[src/rtl/video_timing_gen_param.sv]
// video_timing_gen_param: parametrised raster timing with syncs, line/frame pulses,
// frame counter, clock-enable stall and a lead-ahead fetch coordinate.
module video_timing_gen_param #(
   parameter int H_ACTIVE = 1280,
   parameter int H_FP     = 110,
   parameter int H_SYNC   = 40,
   parameter int H_BP     = 220,
   parameter int V_ACTIVE = 720,
   parameter int V_FP     = 5,
   parameter int V_SYNC   = 5,
   parameter int V_BP     = 20,
   parameter bit HS_POL   = 1'b1,
   parameter bit VS_POL   = 1'b1,
   parameter int FC_MAX   = 60,
   parameter int LEAD     = 2,
   localparam int H_TOTAL = H_ACTIVE + H_FP + H_SYNC + H_BP,
   localparam int V_TOTAL = V_ACTIVE + V_FP + V_SYNC + V_BP,
   localparam int HW      = $clog2(H_TOTAL),
   localparam int VW      = $clog2(V_TOTAL),
   localparam int FW      = $clog2(FC_MAX)
) (
   input  logic          clk_pixel_in,
   input  logic          rst_in,
   input  logic          en_in,
   output logic [HW-1:0] hcount_out,
   output logic [VW-1:0] vcount_out,
   output logic          hs_out,
   output logic          vs_out,
   output logic          ad_out,
   output logic          nl_out,
   output logic          nf_out,
   output logic [FW-1:0] fc_out,
   output logic [HW-1:0] fetch_x_out,
   output logic [VW-1:0] fetch_y_out,
   output logic          fetch_valid_out
);
   localparam logic [HW-1:0] H_LAST = HW'(H_TOTAL - 1);
   localparam logic [HW-1:0] H_ACT  = HW'(H_ACTIVE);
   localparam logic [HW-1:0] HS_BEG = HW'(H_ACTIVE + H_FP);
   localparam logic [HW-1:0] HS_END = HW'(H_ACTIVE + H_FP + H_SYNC);
   localparam logic [HW-1:0] F_RST  = HW'(LEAD - 1);
   localparam logic [VW-1:0] V_LAST = VW'(V_TOTAL - 1);
   localparam logic [VW-1:0] V_ACT  = VW'(V_ACTIVE);
   localparam logic [VW-1:0] VS_BEG = VW'(V_ACTIVE + V_FP);
   localparam logic [VW-1:0] VS_END = VW'(V_ACTIVE + V_FP + V_SYNC);
   localparam logic [FW-1:0] FC_LAST = FW'(FC_MAX - 1);

   logic [HW-1:0] h_nx, fx_nx;
   logic [VW-1:0] v_nx, fy_nx;
   logic          nf_hit;

   // All registered outputs are derived from the position being entered, keeping them aligned.
   always_comb begin
      h_nx   = (hcount_out == H_LAST) ? '0 : hcount_out + 1'b1;
      v_nx   = (hcount_out != H_LAST) ? vcount_out : (vcount_out == V_LAST) ? '0 : vcount_out + 1'b1;
      fx_nx  = (fetch_x_out == H_LAST) ? '0 : fetch_x_out + 1'b1;
      fy_nx  = (fetch_x_out != H_LAST) ? fetch_y_out : (fetch_y_out == V_LAST) ? '0 : fetch_y_out + 1'b1;
      nf_hit = (h_nx == H_ACT) && (v_nx == V_ACT);
   end

   always_ff @(posedge clk_pixel_in or negedge rst_in) begin
      if (!rst_in) begin
         hcount_out      <= H_LAST;
         vcount_out      <= V_LAST;
         hs_out          <= !HS_POL;
         vs_out          <= !VS_POL;
         ad_out          <= 1'b0;
         nl_out          <= 1'b0;
         nf_out          <= 1'b0;
         fc_out          <= '0;
         fetch_x_out     <= F_RST;
         fetch_y_out     <= '0;
         fetch_valid_out <= 1'b1;
      end else begin
         nl_out <= en_in && (h_nx == '0);
         nf_out <= en_in && nf_hit;
         if (en_in) begin
            hcount_out      <= h_nx;
            vcount_out      <= v_nx;
            hs_out          <= (h_nx >= HS_BEG && h_nx < HS_END) ? HS_POL : !HS_POL;
            vs_out          <= (v_nx >= VS_BEG && v_nx < VS_END) ? VS_POL : !VS_POL;
            ad_out          <= (h_nx < H_ACT) && (v_nx < V_ACT);
            fc_out          <= !nf_hit ? fc_out : (fc_out == FC_LAST) ? '0 : fc_out + 1'b1;
            fetch_x_out     <= fx_nx;
            fetch_y_out     <= fy_nx;
            fetch_valid_out <= (fx_nx < H_ACT) && (fy_nx < V_ACT);
         end
      end
   end
endmodule

[config.mk]
export PLATFORM = sky130hd
export DESIGN_NAME = video_timing_gen_param
export DESIGN_NICKNAME = d
export VERILOG_FILES = /design/src/rtl/video_timing_gen_param.sv
export SDC_FILE = /design/constraint.sdc
export NUM_CORES = 1
export LEC_CHECK = 0
export CORE_MARGIN = 2
export CORE_UTILIZATION = 54
export CTS_CLUSTER_DIAMETER = 50
export DETAILED_ROUTE_END_ITERATION = 6
export GPL_ROUTABILITY_DRIVEN = 0
export GPL_TIMING_DRIVEN = 1
export PLACE_DENSITY = 0.8
export SYNTH_ARGS = -nofsm -noshare
export SYNTH_HDL_FRONTEND = slang
export SYNTH_SLANG_ARGS = --single-unit
[constraint.sdc]
create_clock -name clk_pixel_in -period 3.8 [get_ports clk_pixel_in]
set_clock_uncertainty 0.2 [all_clocks]
set_input_delay 0.38 -clock clk_pixel_in [delete_from_list [all_inputs] [get_ports clk_pixel_in]]
set_output_delay 0.38 -clock clk_pixel_in [all_outputs]
set_load 0.01 [all_outputs]
# Word level (Yosys, flattened, before mapping)
# Cells that the tools add are included.
# word_totals
reg_bits	54
input_bits	3
out_inout_bits	54
wordCells	51
# classes
addsub	5
n_lt_le_gt_ge	8
n_eq_ne	9
muxes	9
reduce_logical	9
# ops
cell	n
$mux 10	4
$eq 11x11->1 const B	3
$lt 11x11->1 const B	3
$eq 10x10->1 const B	3
$lt 10x10->1 const B	3
$add 11x1->11 const B	2
$mux 11	2
$ne 11x11->1 const B	2
$add 10x1->10 const B	2
$ge 11x11->1 const B	1
$logic_not 11->1	1
$ge 10x10->1 const B	1
$logic_and 1x1->1	7
$add 6x1->6 const B	1
$eq 6x6->1 const B	1
$mux 6	1
$mux 1	2
$reduce_and 2->1	1

# Logic depth before layout (Yosys ltp)
# logic_depth
ltp_word	6
ltp_mapped	10

# Worst setup path after synthesis
# OpenSTA, ideal clock, no wires.
# synth_path
path_kind	reg2reg
startpoint	register hcount_out[0]
endpoint	register fc_out[2]
arrival_time_ns	2.806
t_required_ns	3.473
setup_slack_ns	0.667
stages_incl_launch_ff	11
n_path_buf	2
period_less_slack_ns	3.133
cell_sequence	dfstp_2 > ha_1 > and3_1 > buf_2 > and3_1 > buf_2 > xor2_1 > and4bb_1 > nand4b_2 > nor4b_1 > mux2_1
# synth_via
elab_chain_len	5
word_cells_on_any_way	9
cone_classes	add/sub: 1; eq/ne: 4; mux: 2; reduce/logical: 2
# synth_lines
item	line	source
from (decl)	25	output logic [HW-1:0] hcount_out,
from (signal assigned)	78	hcount_out <= h_nx;
$add 11x1->11 (tied with other cells)	54	h_nx = (hcount_out == H_LAST) ? '0 : hcount_out + 1'b1;
$mux 11 or $mux 10 (tied branches)	54, 55	
$eq 11x11->1 or $eq 10x10->1 (tied branches)	58	nf_hit = (h_nx == H_ACT) && (v_nx == V_ACT);
$logic_and 1x1->1 (*)	58	
$reduce_and 2->1 (no line) (*)	n/a	
to (signal assigned)	83	fc_out <= !nf_hit ? fc_out : (fc_out == FC_LAST) ? '0 : fc_out + 1'b1;
to (decl)	32	output logic [FW-1:0] fc_out,
# Every way passes the cells marked *; elsewhere a longest branch is shown, timed or not.
# A chain may end at the register's enable or synchronous reset.

# Worst setup path after layout
# layout_path
startpoint	register vcount_out[0]
endpoint	register fc_out[2]
# layout_via
elab_chain_len	6
word_cells_on_any_way	7
cone_classes	add/sub: 1; eq/ne: 2; mux: 2; reduce/logical: 2
# layout_lines
item	line	source
from (decl)	26	output logic [VW-1:0] vcount_out,
from (signal assigned)	79	vcount_out <= v_nx;
$add 10x1->10 or $eq 10x10->1 (tied branches)	55	v_nx = (hcount_out != H_LAST) ? vcount_out : (vcount_out == V_LAST) ? '0 : vcount_out + 1'b1;
$mux 10	55	
$mux 10 (*)	55	
$eq 10x10->1 (*)	58	
$logic_and 1x1->1 (*)	58	
$reduce_and 2->1 (no line) (*)	n/a	
# Marked as above.

==> metrics.cfg <==
[synth]
ys_async_sr_fraction_pct=100.0
synth_area_leaders=dfrtp_1 (27%), dfstp_2 (11%), o21ai_0 (5.6%)
synth_ff_type=dfrtp_1
synth_common_cells=nand2_1 (43), o21ai_0 (40), dfrtp_1 (39)
ys_seq_elements=54
syn_area_um2=3561
syn-num-nets=425
ys_types=67
synth_seq_area_share_pct=38.48
syn_avg_cell_area_um2=8.622
yosys.area.top_type=dfrtp_1
netlist.area_leader.share_pct=27.41
synth-edff-count=0
yosys_warnings=0
synth.most_common_cell=nand2_1
postSynthCellCount=413

[clock_tree]
worst_skew_pair.late_latency_ns=0.32
cts_setup_buffers=0
cts-resized-gates=0
cts_max_path_buffers=2
cts_tree=yes
htreeDepth=2
cts_buffers=5
cts_root_buf=clkbuf_8
cts_hold_buf=0
clk_pin_slew_ns=0.10
clock_sinks=54

[global_route]
grt_max_degree=56
grt_pass1_vias=2817
grt_pass1_wl_um=13540
grt_antenna_before_repair=0
grtUsageTotal_pct=22.66
grt_overflow=0

[timing]
hold_viol=33
max-slew-margin-rel_pct=41.31
tns_ns=0
period_needed_ns=3.270
whs_ns=-0.02957
setup_viol=0
final.period_utilization_pct=86.04
worst_pin_slew_ns=0.8804
max_freq_mhz=305.8
finalMaxSlewViolations=0
rsz0062_at_grt=no

[power_and_ir_drop]
p_clk_share_pct=21.7
ir_drop_mv=0.2689
intPower_mw=1.021
p_comb_share_pct=28.5
p_leak_nw=1.700
power_frac_seq_pct=49.8
power.density_nw_per_um2=376.0
p_switching_uw=559.1
power.share.switching_pct=35.39

[die]
io-pin-count=57
die_x_um=85.21
die_h_um=85.21
initial_core_util_pct=56.08
num_rows=29
coreArea_um2=6350
die-area_um2=7260

[place]
placed_area_um2=4110
dp_hpwl_um=5731
port-buffer-count=56

[min_path]
hp-class=in2async

[worst_setup_path]
critPathMaxFanout=11
rrSetupSlack_ns=0.53
path_class=reg2reg
reg2regPathDepth=8
end_kind=register
cp.arrival_ns=3.28
crit_required_ns=3.81
start_kind=register

[routing]
detail_route.wl_per_cell_um=15.58
firstDrtPassIters=5
num_vias=3252
vias_per_cell=6.124
drc=0
drt_iter0_markers=264
ant_nets=0
drt_wl_total_um=8272

[layout]
drive_gt1_share_pct=9.692
final_nets=465
diodes=0
area_delta_synth_final_pct=17.99
stdcell_area_um2=4202
final.fill_count=522

[status]
status=complete, but fails checks
violations=negative hold slack

[job]
maxCapViolCount=0

power groups by stage:
stage,Combinational (mW),Sequential (mW),Clock [mW]
2_1_floorplan,0.297,0.757,0
3_3_place_gp,0.442,0.791,0
3_5_place_dp,0.449,0.795,0
4_1_cts,0.451,0.784,0.353
5_1_grt,0.494,0.803,0.367
6_report,0.450,0.786,0.344
state kept, by name, indices dropped and copies added, names as in the netlist:
name / count
nl_out: 1
fetch_y_out: 10
fetch_x_out: 11
ad_out: 1
vs_out: 1
nf_out: 1
fetch_valid_out: 1
hcount_out: 11
hs_out: 1
vcount_out: 10
fc_out: 6
cell families (layout without fill, tap and decap cells):
logic type | after synthesis | count (layout) | synth area share (%)
flops | 54 | 54 | 38.48
compound gates | 117 | 117 | 21.26
mux | 8 | 8 | 2.389
simple gates | 168 | 168 | 25.48
buf+inv | 40 | 81 | 5.060
xor+xnor | 17 | 17 | 4.181
fa+ha+maj | 9 | 9 | 3.162
final timing paths:
| check | from | to |
|---|---|---|
| worst min-delay path | rst_in | hcount_out[2] |
| worst max register to register | vcount_out[0] | fc_out[2] |
| min in group clk_pixel_in | en_in | nl_out |
| max in group asynchronous | rst_in | vcount_out[9] |
| worst min register to register | vs_out | vs_out |
| worst max-delay path | vcount_out[0] | fc_out[2] |
cell type report:
cell class / count / area [µm²] / share of cell area (%)
Clock inverter: 3 / 22.52 / 0.5360
Sequential cell: 54 / 1370 / 32.61
Multi-Input combinational cell: 319 / 2011 / 47.86
Timing Repair Buffer: 61 / 588.1 / 14.00
Tap cell: 77 / 96.34 / 2.293
Clock buffer: 5 / 68.82 / 1.638
Inverter: 12 / 45.04 / 1.072
through the flow:
stage          utilization, %  power, mW  hold WS, ns  std cells  setup slack [ns]
3_5_place_dp            64.73      1.244       0.2984        523            0.5516
6_report                66.17      1.580     -0.02957        531            0.5304
2_1_floorplan               -      1.054      -0.1156        413            0.6670
5_1_grt                 66.17      1.664      0.05385        531            0.3082
3_3_place_gp            64.73      1.233       0.3001        523            0.6486
4_1_cts                 66.17      1.589     0.006704        531            0.5322
worst max-delay path: stages (launching register included):
cell,delay (ns)
dfstp_2,0.64
ha_1,0.20
nand4b_2,0.18
o311a_1,0.36
a211o_1,0.27
and4bb_1,0.30
nand4b_2,0.17
nor4b_1,0.46
mux2_1,0.38
metal layers:
| layer | GRT usage, % | wire, µm |
|---|---|---|
| met4 | 5.916 | 71 |
| met1 | 31.37 | 3683 |
| met2 | 36.72 | 4049 |
| met3 | 4.280 | 468 |
| met5 | 0 | 0 |
placed cells by master, fill, tap and decap left out, types with 3 or more instances in the layout:
cell type and instances:
a211o_1 3, a21o_1 5, a21oi_1 18, a31oi_1 12, and2_1 4, and3_1 19, buf_4 5, clkbuf_8 5
clkdlybuf4s50_1 54, dfrtp_1 39, dfstp_2 15, ha_1 9, inv_1 12, mux2_2 3, mux2i_1 4, nand2_1 43
nand2b_1 3, nand3_1 17, nand3b_1 5, nand4_1 11, nor2_1 32, nor3_1 13, o21ai_0 40, o22ai_1 5
o31ai_1 11, xnor2_1 11, xor2_1 6
Note: power is estimated with default switching activity, not from simulation.
